<file path="src/rtl/pwbal_pkg.sv">
// pwbal_pkg: shared types and helpers for the white-balance gain stage.
package pwbal_pkg;

    // Sideband flags that travel alongside each pixel beat.
    typedef struct packed {
        logic tuser;
        logic tlast;
    } flags_t;

    // Unity gain value for a gain with 'frac' fractional bits.
    function automatic int unsigned unity_gain(input int unsigned frac);
        return 32'd1 << frac;
    endfunction

    // Half an LSB of the output, added before truncation for round-half-up.
    function automatic int unsigned round_const(input int unsigned frac);
        return 32'd1 << (frac - 32'd1);
    endfunction

    // Clamp q to the largest value representable in 'width' bits.
    function automatic logic [63:0] saturate(input logic [63:0] q, input int unsigned width);
        logic [63:0] max_v;
        max_v = (64'd1 << width) - 64'd1;
        return (q > max_v) ? max_v : q;
    endfunction

endpackage

</file>
<file path="src/rtl/pwbal_if.sv">
// pwbal_if: input and output AXI4-Stream pixel channels of the gain stage.
interface pwbal_if #(
    parameter int unsigned C_PIXEL_WIDTH = 8
) ();
    logic                       s_axis_tvalid;
    logic                       s_axis_tready;
    logic [3*C_PIXEL_WIDTH-1:0] s_axis_tdata;
    logic                       s_axis_tuser;
    logic                       s_axis_tlast;
    logic                       m_axis_tvalid;
    logic                       m_axis_tready;
    logic [3*C_PIXEL_WIDTH-1:0] m_axis_tdata;
    logic                       m_axis_tuser;
    logic                       m_axis_tlast;

    // Stream source feeding pixels in and sinking corrected pixels.
    modport master (
        output s_axis_tvalid, s_axis_tdata, s_axis_tuser, s_axis_tlast, m_axis_tready,
        input  s_axis_tready, m_axis_tvalid, m_axis_tdata, m_axis_tuser, m_axis_tlast
    );

    // The gain stage itself.
    modport slave (
        input  s_axis_tvalid, s_axis_tdata, s_axis_tuser, s_axis_tlast, m_axis_tready,
        output s_axis_tready, m_axis_tvalid, m_axis_tdata, m_axis_tuser, m_axis_tlast
    );
endinterface

</file>
<file path="src/rtl/pwbal_chan.sv">
// pwbal_chan: one colour channel, multiply in d1, round and saturate in d2.
module pwbal_chan
    import pwbal_pkg::*;
#(
    parameter int unsigned C_PIXEL_WIDTH = 8,
    parameter int unsigned C_GAIN_WIDTH  = 10,
    parameter int unsigned C_GAIN_FRAC   = 8
) (
    input  logic                     clk,
    input  logic                     resetn,
    input  logic                     en_d1_i,
    input  logic                     en_d2_i,
    input  logic [C_PIXEL_WIDTH-1:0] pix_i,
    input  logic [C_GAIN_WIDTH-1:0]  gain_i,
    output logic [C_PIXEL_WIDTH-1:0] q_o
);
    localparam int unsigned PRW = C_PIXEL_WIDTH + C_GAIN_WIDTH;
    localparam int unsigned SW  = PRW + 1;

    logic [PRW-1:0]           prod_q;
    logic [C_PIXEL_WIDTH-1:0] q_q;
    logic [SW-1:0]            sum_d;
    logic [SW-1:0]            shifted_d;

    // Rounded product, one bit wider than the product so the add cannot wrap.
    always_comb begin
        sum_d     = {1'b0, prod_q} + SW'(round_const(C_GAIN_FRAC));
        shifted_d = sum_d >> C_GAIN_FRAC;
    end

    // d1 holds the raw product, d2 the saturated result.
    always_ff @(posedge clk or negedge resetn) begin
        if (!resetn) begin
            prod_q <= '0;
            q_q    <= '0;
        end else begin
            if (en_d1_i) prod_q <= PRW'(pix_i) * PRW'(gain_i);
            if (en_d2_i) q_q    <= C_PIXEL_WIDTH'(saturate(64'(shifted_d), C_PIXEL_WIDTH));
        end
    end

    assign q_o = q_q;

endmodule

</file>
<file path="src/rtl/pwbal.sv">
// pwbal: frame-synchronous per-channel white-balance gain on an RGB stream.
module pwbal
    import pwbal_pkg::*;
#(
    parameter int unsigned C_PIXEL_WIDTH = 8,
    parameter int unsigned C_GAIN_WIDTH  = 10,
    parameter int unsigned C_GAIN_FRAC   = 8
) (
    input  logic                    clk,
    input  logic                    resetn,
    input  logic [C_GAIN_WIDTH-1:0] gain_r,
    input  logic [C_GAIN_WIDTH-1:0] gain_g,
    input  logic [C_GAIN_WIDTH-1:0] gain_b,
    input  logic                    gain_update,
    output logic                    gain_pending,
    pwbal_if.slave                  axis
);
    localparam logic [C_GAIN_WIDTH-1:0] UNITY = C_GAIN_WIDTH'(unity_gain(C_GAIN_FRAC));

    logic                     valid_d1_q, valid_d2_q;
    flags_t                   flags_d1_q, flags_d2_q;
    logic                     ready_d1, ready_d2, en_d1, en_d2, sof_acc;
    logic                     pending_q;
    logic [C_GAIN_WIDTH-1:0]  act_q   [3];
    logic [C_GAIN_WIDTH-1:0]  pnd_q   [3];
    logic [C_GAIN_WIDTH-1:0]  gain_in [3];
    logic [C_GAIN_WIDTH-1:0]  gain_sel[3];
    logic [C_PIXEL_WIDTH-1:0] q_w     [3];

    assign ready_d2 = ~valid_d2_q | axis.m_axis_tready;
    assign ready_d1 = ~valid_d1_q | ready_d2;
    assign en_d1    = ready_d1 & axis.s_axis_tvalid;
    assign en_d2    = ready_d2 & valid_d1_q;
    assign sof_acc  = en_d1 & axis.s_axis_tuser;

    // A SOF beat with a pending set already multiplies by the pending gains.
    always_comb begin
        gain_in[0] = gain_r;
        gain_in[1] = gain_g;
        gain_in[2] = gain_b;
        for (int unsigned i = 0; i < 3; i++) begin
            gain_sel[i] = (axis.s_axis_tuser && pending_q) ? pnd_q[i] : act_q[i];
        end
    end

    // Pending/active gain sets; a same-cycle update overrides the SOF clear.
    always_ff @(posedge clk or negedge resetn) begin
        if (!resetn) begin
            for (int unsigned i = 0; i < 3; i++) begin
                act_q[i] <= UNITY;
                pnd_q[i] <= '0;
            end
            pending_q <= 1'b0;
        end else begin
            if (sof_acc && pending_q) begin
                act_q     <= pnd_q;
                pending_q <= 1'b0;
            end
            if (gain_update) begin
                pnd_q     <= gain_in;
                pending_q <= 1'b1;
            end
        end
    end

    // Valid and sideband flags follow the data through both stages.
    always_ff @(posedge clk or negedge resetn) begin
        if (!resetn) begin
            valid_d1_q <= 1'b0;
            valid_d2_q <= 1'b0;
            flags_d1_q <= '0;
            flags_d2_q <= '0;
        end else begin
            if (ready_d1) valid_d1_q <= axis.s_axis_tvalid;
            if (en_d1)    flags_d1_q <= '{tuser: axis.s_axis_tuser, tlast: axis.s_axis_tlast};
            if (ready_d2) valid_d2_q <= valid_d1_q;
            if (en_d2)    flags_d2_q <= flags_d1_q;
        end
    end

    for (genvar c = 0; c < 3; c++) begin : g_chan
        pwbal_chan #(
            .C_PIXEL_WIDTH (C_PIXEL_WIDTH),
            .C_GAIN_WIDTH  (C_GAIN_WIDTH),
            .C_GAIN_FRAC   (C_GAIN_FRAC)
        ) u_chan (
            .clk     (clk),
            .resetn  (resetn),
            .en_d1_i (en_d1),
            .en_d2_i (en_d2),
            .pix_i   (axis.s_axis_tdata[(2-c)*C_PIXEL_WIDTH +: C_PIXEL_WIDTH]),
            .gain_i  (gain_sel[c]),
            .q_o     (q_w[c])
        );
    end

    assign axis.s_axis_tready = ready_d1;
    assign axis.m_axis_tvalid = valid_d2_q;
    assign axis.m_axis_tdata  = {q_w[0], q_w[1], q_w[2]};
    assign axis.m_axis_tuser  = flags_d2_q.tuser;
    assign axis.m_axis_tlast  = flags_d2_q.tlast;
    assign gain_pending       = pending_q;

endmodule
</file>
<file path="src/flat_wrapper.sv">
// flat-port wrapper written by rule: the top's interface ports become plain ports
module pwbal_flat import pwbal_pkg::*;
#(
    parameter int unsigned C_PIXEL_WIDTH = 8,
    parameter int unsigned C_GAIN_WIDTH  = 10,
    parameter int unsigned C_GAIN_FRAC   = 8
)
  (clk, resetn, gain_r, gain_g, gain_b, gain_update, gain_pending, axis_s_axis_tvalid, axis_s_axis_tdata, axis_s_axis_tuser, axis_s_axis_tlast, axis_m_axis_tready, axis_s_axis_tready, axis_m_axis_tvalid, axis_m_axis_tdata, axis_m_axis_tuser, axis_m_axis_tlast);
  pwbal_if #(.C_PIXEL_WIDTH(C_PIXEL_WIDTH)) axis_i ();
  input  logic clk;
  input  logic resetn;
  input  logic [C_GAIN_WIDTH-1:0] gain_r;
  input  logic [C_GAIN_WIDTH-1:0] gain_g;
  input  logic [C_GAIN_WIDTH-1:0] gain_b;
  input  logic gain_update;
  output logic gain_pending;
  input wire logic [$bits(axis_i.s_axis_tvalid)-1:0] axis_s_axis_tvalid;
  input wire logic [$bits(axis_i.s_axis_tdata)-1:0] axis_s_axis_tdata;
  input wire logic [$bits(axis_i.s_axis_tuser)-1:0] axis_s_axis_tuser;
  input wire logic [$bits(axis_i.s_axis_tlast)-1:0] axis_s_axis_tlast;
  input wire logic [$bits(axis_i.m_axis_tready)-1:0] axis_m_axis_tready;
  output wire logic [$bits(axis_i.s_axis_tready)-1:0] axis_s_axis_tready;
  output wire logic [$bits(axis_i.m_axis_tvalid)-1:0] axis_m_axis_tvalid;
  output wire logic [$bits(axis_i.m_axis_tdata)-1:0] axis_m_axis_tdata;
  output wire logic [$bits(axis_i.m_axis_tuser)-1:0] axis_m_axis_tuser;
  output wire logic [$bits(axis_i.m_axis_tlast)-1:0] axis_m_axis_tlast;
  assign axis_i.s_axis_tvalid = axis_s_axis_tvalid;
  assign axis_i.s_axis_tdata = axis_s_axis_tdata;
  assign axis_i.s_axis_tuser = axis_s_axis_tuser;
  assign axis_i.s_axis_tlast = axis_s_axis_tlast;
  assign axis_i.m_axis_tready = axis_m_axis_tready;
  assign axis_s_axis_tready = axis_i.s_axis_tready;
  assign axis_m_axis_tvalid = axis_i.m_axis_tvalid;
  assign axis_m_axis_tdata = axis_i.m_axis_tdata;
  assign axis_m_axis_tuser = axis_i.m_axis_tuser;
  assign axis_m_axis_tlast = axis_i.m_axis_tlast;
  pwbal #(.C_PIXEL_WIDTH(C_PIXEL_WIDTH), .C_GAIN_WIDTH(C_GAIN_WIDTH), .C_GAIN_FRAC(C_GAIN_FRAC)) u_core (.clk(clk), .resetn(resetn), .gain_r(gain_r), .gain_g(gain_g), .gain_b(gain_b), .gain_update(gain_update), .gain_pending(gain_pending), .axis(axis_i));
endmodule
</file>
<file path="config.mk">
export PLATFORM = sky130hd
export DESIGN_NAME = pwbal_flat
export DESIGN_NICKNAME = d
export VERILOG_FILES = /design/src/rtl/pwbal_pkg.sv /design/src/rtl/pwbal_if.sv /design/src/rtl/pwbal_chan.sv /design/src/rtl/pwbal.sv /design/src/flat_wrapper.sv
export SDC_FILE = /design/constraint.sdc
export NUM_CORES = 1
export LEC_CHECK = 0
export ABC_CLOCK_PERIOD_IN_PS = 6700
export BUFFER_PORTS_ARGS = -buffer_cell sky130_fd_sc_hd__buf_2
export CAP_MARGIN = 15
export CORE_ASPECT_RATIO = 0.75
export CORE_MARGIN = 2
export CORE_UTILIZATION = 46
export CTS_CLUSTER_DIAMETER = 80
export DETAILED_ROUTE_END_ITERATION = 8
export PLACE_DENSITY = 0.6
export SYNTH_ARGS = -nofsm -noshare
export SYNTH_HDL_FRONTEND = slang
export SYNTH_SLANG_ARGS = --single-unit
</file>
<file path="constraint.sdc">
create_clock -name clk -period 6.7 [get_ports clk]
set_clock_uncertainty 0.15 [all_clocks]
set_input_delay 0.67 -clock clk [delete_from_list [all_inputs] [get_ports clk]]
set_output_delay 0.67 -clock clk [all_outputs]
set_load 0.03 [all_outputs]
</file>
* Yosys cells after proc, flatten, opt, wreduce, memory -nomap -nowiden *
Cells that the tools add are included.

word-level totals
  register bits after elaboration = 145
  bits of input ports = 61

cells by class
  add/subtract/negate cells = 3
  multiply operators = 3
  $lt $le $gt $ge = 3
  muxes and demuxes = 8
  bitwise gates (word level) = 7
  reductions and logical operators = 3

operators with widths
  operator                                                               count
  18-bit by 8-bit adder with 19-bit output, second input constant        3
  8-bit by 10-bit multiplier with 18-bit output                          3
  11-bit by 8-bit > comparator with 1-bit output, second input constant  3
  10-bit two-way mux                                                     3
  8-bit two-way mux                                                      3
  1-bit AND                                                              3
  1-bit logical AND                                                      2
  1-bit two-way mux                                                      2
  1-bit NOT                                                              2
  1-bit OR                                                               2
  2-bit nonzero test                                                     1

* Logic depth before layout (Yosys ltp) *
Gate-level depths: netlist of the first run.

  depth after elaboration = 8
  mapped depth = 20
  depth with buffers taken out = 18

* By module *
Synthesis of the first run repeated with hierarchy kept, for this count alone.

unflattened totals
  cell total of the unflattened synthesis = 1313
  area total of the unflattened synthesis = 13354.1 um^2

modules (own cells, without submodules)
  module                                 times used  cells an instance  area an instance (um^2)
  pwbal_chan at u_core.g_chan[0].u_chan  1           380                3477.1
  pwbal_chan at u_core.g_chan[2].u_chan  1           373                3432.0
  pwbal_chan at u_core.g_chan[1].u_chan  1           378                3422.0
  pwbal                                  1           182                3022.9

* Least setup slack after synthesis of the first run *
Ideal clock, no wire load.

  path kind = input to register
  from = input axis_s_axis_tuser
  to = register u_core.g_chan[0].u_chan.prod_q[15]
  setup time = 136 ps
  arrival = 5373 ps
  data required time = 6414 ps
  slack = 1041 ps
  cell stages on the path = 19
  buffers on the path = 2
  cells stage by stage = buf_6 nand2_8 buf_2 mux2i_1 nand2b_1 fa_1 fa_1 inv_1 fa_1 inv_1 fa_1 inv_1 ha_1 a21o_1 a31oi_1 o22ai_2 o32ai_1 xor2_1 o21ai_0

between the ends
  longest elaborated chain between the ends = 3

ends and longest elaborated chain
  element                                        line                source
  from (decl)                                    flat_wrapper.sv:19  input wire logic [$bits(axis_i.s_axis_tuser)-1:0] axis_s_axis_tuser;
  1-bit logical AND                              pwbal.sv:42         gain_sel[i] = (axis.s_axis_tuser && pending_q) ? pnd_q[i] : act_q[i];
  10-bit two-way mux                             pwbal.sv:42
  8-bit by 10-bit multiplier with 18-bit output  pwbal_chan.sv:37    if (en_d1_i) prod_q <= PRW'(pix_i) * PRW'(gain_i);
  to (signal assigned)                           pwbal_chan.sv:37
  to (decl)                                      pwbal_chan.sv:20    logic [PRW-1:0] prod_q;

Every way passes these cells.
A chain may end at the register's enable or synchronous reset.

* Final worst setup path of the first run *
  from = register u_core.pending_q (netlist: u_core.gain_pending)
  to = register u_core.g_chan[0].u_chan.prod_q[17]

between the ends
  longest elaborated chain between the ends = 3

ends and longest elaborated chain
  element                                        line              source
  from (decl)                                    pwbal.sv:23       logic pending_q;
  from (signal assigned)                         pwbal.sv:53       pending_q <= 1'b0;
  from (signal assigned)                         pwbal.sv:57       pending_q <= 1'b0;
  from (signal assigned)                         pwbal.sv:61       pending_q <= 1'b1;
  1-bit logical AND                              pwbal.sv:42
  10-bit two-way mux                             pwbal.sv:42
  8-bit by 10-bit multiplier with 18-bit output  pwbal_chan.sv:37

Every way passes these cells.

==> results of run 1 <==
[power groups by stage]
stage	Clock (mW)	Sequential (mW)	Combinational (mW)
3_3_place_gp	0	1.22	5.59
6_report	0.878	1.21	5.68
5_1_grt	0.934	1.25	6.59
3_5_place_dp	0	1.23	5.69
2_1_floorplan	0	1.31	4.28
4_1_cts	0.901	1.21	5.74
[worst paths after layout]
check,from,endpoint,slack [ns],cells after the start
worst min register to register,u_core.flags_d1_q[0],u_core.flags_d1_q[0],0.32,2
max in group asynchronous,resetn,u_core.act_q[7],5.08,2
worst max register to register,u_core.gain_pending,u_core.g_chan[0].u_chan.prod_q[17],0.88,16
worst max-delay path,u_core.gain_pending,u_core.g_chan[0].u_chan.prod_q[17],0.88,16
worst min-delay path,resetn,u_core.act_q[14],0.06,1
min in group clk,axis_s_axis_tlast,u_core.flags_d1_q[0],0.28,3
[routing by layer]
layer | GRT usage [%] | part of all wire [%] | up-vias
li1 | - | - | 4556
met1 | 33.4 | 52 | 4772
met2 | 30.9 | 42 | 192
met3 | 3.61 | 4.4 | 24
met4 | 5.78 | 1.4 | 2
met5 | 0 | 0.044 | -
[sequential cells by signal, summed over array words and instances, names as in the netlist]
name	count
u_core.act_q	30
u_core.axis.m_axis_tlast	1
u_core.axis.m_axis_tuser	1
u_core.axis.m_axis_tvalid	1
u_core.flags_d1_q	2
u_core.g_chan.u_chan.prod_q	33
u_core.g_chan.u_chan.q_o	24
u_core.gain_pending	1
u_core.pnd_q	30
u_core.valid_d1_q	1
[stage by stage]
stage | instance area [um^2] | cells | utilization [%]
global route | 14600 | 1826 | 52.2
detailed placement | 14100 | 1794 | 50.3
floorplan | 13100 | 1319 | -
CTS | 14600 | 1826 | 52.2
global placement | 14100 | 1794 | 50.3
finish | 14600 | 1826 | 52.2
[layout make-up]
type | instances | area [um^2] | area share, %
tap | 385 | 482 | 3.30
clock inverter | 14 | 111 | 0.763
multi-input combinational | 978 | 9110 | 62.4
clock buffer | 18 | 429 | 2.94
timing repair buffer | 115 | 647 | 4.43
inverter | 192 | 721 | 4.93
sequential | 124 | 3110 | 21.3
[logic make-up (layout without fill, tap and decap cells)]
group | count (synthesis) | after routing | share of synthesized area [%]
buf+inv | 217 | 339 | 6.52
flops | 124 | 124 | 23.8
simple gates | 429 | 429 | 18.4
fa+ha+maj | 249 | 249 | 32.0
xor+xnor | 39 | 39 | 2.62
compound gates | 171 | 171 | 9.16
mux | 90 | 90 | 7.57
[cells in the mapped netlist (all sizes together), types with 3 or more instances]
master	n
inv	191
nor2b	166
fa	141
dfrtp	121
ha	108
nand2	76
mux2	67
nor2	60
a21oi	50
nand2b	38
o21ai	38
mux2i	23
nand3	23
xor2	22
and2	20
xnor2	17
and3	15
a21o	12
buf	12
clkbuf	12
nand4	9
o31ai	8
a31oi	7
o211ai	7
o21a	6
o311ai	6
a211oi	5
and4	5
a21boi	4
a311oi	3
dfstp	3
nand3b	3
nor3b	3
o22ai	3
==> results.py, run 1 <==
metrics = {
    "power_and_ir_drop": {
        "peakVddDrop_mv": 0.362,
        "clkPwrFrac_pct": 11.3,
        "p_seq_share_pct": 15.6,
        "p_total_mw": 7.78,
        "power_switching_mw": 3.96,
        "leakage_nw": 7.00,
        "power.share.combinational_pct": 73.1,
        "p_int_mw": 3.81,
        "swShare_pct": 51.0,
        "pwr_density_cell_mw_per_mm2": 532,
    },
    "setup_path": {
        "max_stage_delay_ns": 0.65,
        "crit_top_cell": "fa_1",
        "cp-end-kind": "flop",
        "criticalPathCategory": "reg2reg",
        "critPathLaunchType": "flop",
        "worst-path-buf-inv": 2,
        "cp_max_fo": 25,
        "cp.arrival_ns": 5.95,
        "worstPathRequired_ns": 6.84,
        "critPathSlowestCell": "mux2i_1",
        "cp_top_family": "adder cells",
        "worstPathCellList": "nand2_8 > mux2i_1 > nor2b_1 > fa_1 > fa_1 > fa_1 > inv_1 > fa_1 > inv_1 > ha_1 > a21oi_1 > o21ai_0 > or3_1 > o22ai_1 > xnor2_1 > o21ai_0",
    },
    "worst_hold_path": {
        "hold_class": "in2async",
    },
    "synth": {
        "synth_area_leader_cell": "dfrtp_1",
        "synth-main-ff-cell": "dfrtp_1",
        "synth_cells": 1319,
        "async_flop_share_pct": 100,
        "netlist.area_leader.share_pct": 23.2,
        "ys_ff_latch": 124,
        "ys_types": 83,
        "synth_area_leaders": "dfrtp_1 (23%), fa_1 (22%), ha_1 (10%)",
        "synth_edf_count": 0,
        "yosysSeqAreaShare_pct": 23.8,
        "syn_avg_cell_area_um2": 9.90,
        "synth_warnings": 0,
        "syn_area_mm2": 0.0131,
        "syn-num-nets": 1629,
    },
    "routing": {
        "drc": 0,
        "wl_mm": 29.5,
        "viasPerCell": 5.23,
        "dr.pass1.iters": 5,
        "vias": 9546,
        "drtIter0Drc": 476,
        "ant_nets": 0,
        "post_drt_wl_per_cell_um": 16.1,
    },
    "cells_and_area": {
        "area_growth_syn_to_layout_pct": 11.8,
        "final_common_cell": "inv_1",
        "diodes": 0,
        "layout.nets": 1738,
        "mostFrequentLayoutCells": "inv_1 (191), nor2b_1 (166), fa_1 (141)",
        "drive_gt1_share_pct": 17.2,
        "fillCellCount": 2639,
    },
    "clocking": {
        "clock-root-buffer": "clkbuf_16",
        "cts_hold_buf": 0,
        "post_cts_buffers": 0,
        "clkSinkCount": 124,
        "htree_num_levels": 4,
        "cts_tree": "built",
        "ctsResizeCount": 0,
        "clkLatencyLatePin_ns": 0.43,
        "cts_buffers": 17,
        "clk_path_buf_depth": 2,
        "cts.clk_slew.worst_paths_ns": 0.06,
    },
    "floorplanning": {
        "start_util_pct": 46.7,
        "die_area_mm2": 0.0298,
        "row_count": 53,
        "die_h_um": 150,
        "boundaryPins": 90,
        "fp.coreArea_mm2": 0.0280,
        "die_w_um": 199,
    },
    "sta": {
        "slew_headroom_pct": 36.6,
        "totalNegativeSetupSlack_ns": 0,
        "worst_slack_ns": 0.883,
        "finalCritPeriodShare_pct": 86.8,
        "hold_violations": 0,
        "slew_violations": 0,
        "min_period_ns": 5.82,
        "rsz0062_at_grt": "false",
        "tightest_slew_ns": 0.950,
        "whs_ns": 0.0587,
        "setup_viol": 0,
        "max_freq_ghz": 0.172,
    },
    "global_routing": {
        "grt_pass1_wl_mm": 49.9,
        "grtUsageTotal_pct": 21.5,
        "grt_max_degree": 68,
        "grt_overflow_total": 0,
        "grt_pass1_vias": 9465,
        "antenna_found_initial": 1,
    },
    "place": {
        "hpwl_mm": 23.2,
        "routabilityCongestion": 0.841,
        "port_buffers": 89,
        "dp_slack_ns": 0.510,
    },
    "status": {
        "status": "finished clean",
    },
    "job": {
        "maxCapViolCount": 0,
    },
}
Power figures use the tool's default switching activity.
==> inputs of run 2 (changes only) <==
--- a/config.mk
+++ b/config.mk
@@ -8,11 +8,12 @@
 export ABC_CLOCK_PERIOD_IN_PS = 6700
 export BUFFER_PORTS_ARGS = -buffer_cell sky130_fd_sc_hd__buf_2
 export CAP_MARGIN = 15
-export CORE_ASPECT_RATIO = 0.75
 export CORE_MARGIN = 2
 export CORE_UTILIZATION = 46
 export CTS_CLUSTER_DIAMETER = 80
+export CTS_CLUSTER_SIZE = 10
 export DETAILED_ROUTE_END_ITERATION = 8
+export GPL_ROUTABILITY_DRIVEN = 0
 export PLACE_DENSITY = 0.6
 export SYNTH_ARGS = -nofsm -noshare
 export SYNTH_HDL_FRONTEND = slang
==> run 2 against run 1 <==
Sequential share of layout area hardly changed. Routed wire length shrank 3.7%. Setup slack better by 0.072 ns. Design area is 0.18% higher. Largest power group unchanged.
==> results.py, run 2 (synthesis gave the netlist of run 1 again) <==
metrics = {
    "power_and_ir_drop": {
        "power.share.combinational_pct": 72.7,
        "p_total_mw": 7.84,
        "peakVddDrop_mv": 0.283,
        "p_int_mw": 3.89,
        "power_switching_mw": 3.95,
        "swShare_pct": 50.4,
        "p_seq_share_pct": 15.4,
        "clkPwrFrac_pct": 11.9,
        "pwr_density_cell_mw_per_mm2": 536,
        "leakage_nw": 7.02,
    },
    "place": {
        "hpwl_mm": 22.1,
        "port_buffers": 89,
    },
    "setup_path": {
        "worstPathRequired_ns": 6.83,
        "cp_max_fo": 25,
        "criticalPathCategory": "reg2reg",
        "cp.arrival_ns": 5.87,
        "cp-end-kind": "flop",
        "critPathLaunchType": "flop",
    },
    "clocking": {
        "post_cts_buffers": 0,
        "cts.clk_slew.worst_paths_ns": 0.07,
        "ctsResizeCount": 0,
        "htree_num_levels": 4,
        "clkLatencyLatePin_ns": 0.43,
        "cts_tree": "built",
        "cts_buffers": 17,
        "clkSinkCount": 124,
        "cts_hold_buf": 0,
        "clk_path_buf_depth": 2,
        "clock-root-buffer": "clkbuf_16",
    },
    "floorplanning": {
        "start_util_pct": 46.9,
        "die_h_um": 172,
        "die_area_mm2": 0.0297,
        "boundaryPins": 90,
        "fp.coreArea_mm2": 0.0279,
        "die_w_um": 172,
        "row_count": 61,
    },
    "status": {
        "status": "finished clean",
    },
    "job": {
        "maxCapViolCount": 0,
    },
    "sta": {
        "setup_viol": 0,
        "finalCritPeriodShare_pct": 85.8,
        "rsz0062_at_grt": "false",
        "totalNegativeSetupSlack_ns": 0,
        "slew_headroom_pct": 40.0,
        "min_period_ns": 5.75,
        "slew_violations": 0,
        "tightest_slew_ns": 0.899,
        "max_freq_ghz": 0.174,
        "hold_violations": 0,
    },
    "cells_and_area": {
        "largest-register": "u_core.g_chan.u_chan.prod_q",
        "area_growth_syn_to_layout_pct": 12.0,
        "diodes": 0,
        "largest_reg_flops": 33,
        "drive_gt1_share_pct": 17.2,
        "final_common_cell": "inv_1",
        "top_regs": "u_core.g_chan.u_chan.prod_q x33, u_core.act_q x30, u_core.pnd_q x30",
        "layout.nets": 1737,
        "mostFrequentLayoutCells": "inv_1 (191), nor2b_1 (166), fa_1 (141)",
    },
    "global_routing": {
        "grt_pass1_wl_mm": 48.0,
        "grtUsageTotal_pct": 20.4,
        "antenna_found_initial": 0,
        "grt_max_degree": 73,
        "grt_pass1_vias": 9590,
        "grt_overflow_total": 0,
    },
    "routing": {
        "vias": 9314,
        "viasPerCell": 5.12,
        "drc": 0,
        "drtIter0Drc": 442,
        "post_drt_wl_per_cell_um": 15.6,
        "ant_nets": 0,
        "dr.pass1.iters": 5,
        "wl_mm": 28.4,
    },
    "worst_hold_path": {
        "hold_class": "in2async",
    },
}
==> run 2: critical path: stages, from the launching register on <==
cell	delay (ns)
dfrtp_1	0.37
buf_4	0.20
nand2_8	0.26
mux2i_1	0.65
nand2b_1	0.21
fa_1	0.44
fa_1	0.49
inv_1	0.05
fa_1	0.52
inv_1	0.05
fa_1	0.52
inv_1	0.04
ha_1	0.36
a21o_1	0.19
a31oi_1	0.31
o22ai_2	0.17
o32ai_1	0.34
xor2_1	0.16
o21ai_0	0.08
==> run 2: layout make-up <==
| cell class | count | area (um^2) |
|---|---|---|
| inverter | 192 | 721 |
| tap | 378 | 473 |
| clock buffer | 18 | 439 |
| multi-input combinational | 978 | 9100 |
| sequential | 124 | 3110 |
| clock inverter | 14 | 149 |
| timing repair buffer | 114 | 639 |
| fill | 2608 | 13200 |
==> run 2: path summary, 6_finish.rpt <==
| path | startpoint | endpoint | slack, ns | cells after the start |
|---|---|---|---|---|
| max | u_core.gain_pending | u_core.g_chan[0].u_chan.prod_q[15] | 0.95 | 18 |
| min | resetn | u_core.act_q[24] | 0.04 | 1 |
| max reg2reg | u_core.gain_pending | u_core.g_chan[0].u_chan.prod_q[15] | 0.95 | 18 |
| min reg2reg | u_core.flags_d1_q[1] | u_core.flags_d1_q[1] | 0.32 | 2 |
| max in group asynchronous | resetn | u_core.g_chan[2].u_chan.q_o[5] | 5.06 | 2 |
| min in group clk | axis_s_axis_tlast | u_core.flags_d1_q[0] | 0.28 | 3 |
==> run 2: power groups by stage <==
stage	sequential (mW)	combinational [mW]	clock, mW
floorplan	1.31	4.28	0
global placement	1.22	5.61	0
detailed placement	1.22	5.70	0
CTS	1.21	5.75	0.956
global route	1.24	6.53	0.985
finish	1.21	5.70	0.933
==> run 2: through the flow <==
step           cell area (um^2)  utilization, %  cells  hold slack [ns]  worst slack, ns
6_report                  14600            52.5   1818           0.0400            0.955
5_1_grt                   14600            52.5   1818           0.0763            0.600
4_1_cts                   14600            52.5   1818           0.0539            0.968
3_5_place_dp              14000            50.4   1786            0.311            0.582
3_3_place_gp              14000            50.4   1786            0.306            0.689
2_1_floorplan             13100               -   1319            0.224             1.04
==> run 2: metal layers <==
metal	part of all wire, %	global-route usage [%]
met3	3.3	2.72
met2	48	34.6
met1	48	28.1
met5	0	0
met4	0.90	4.35
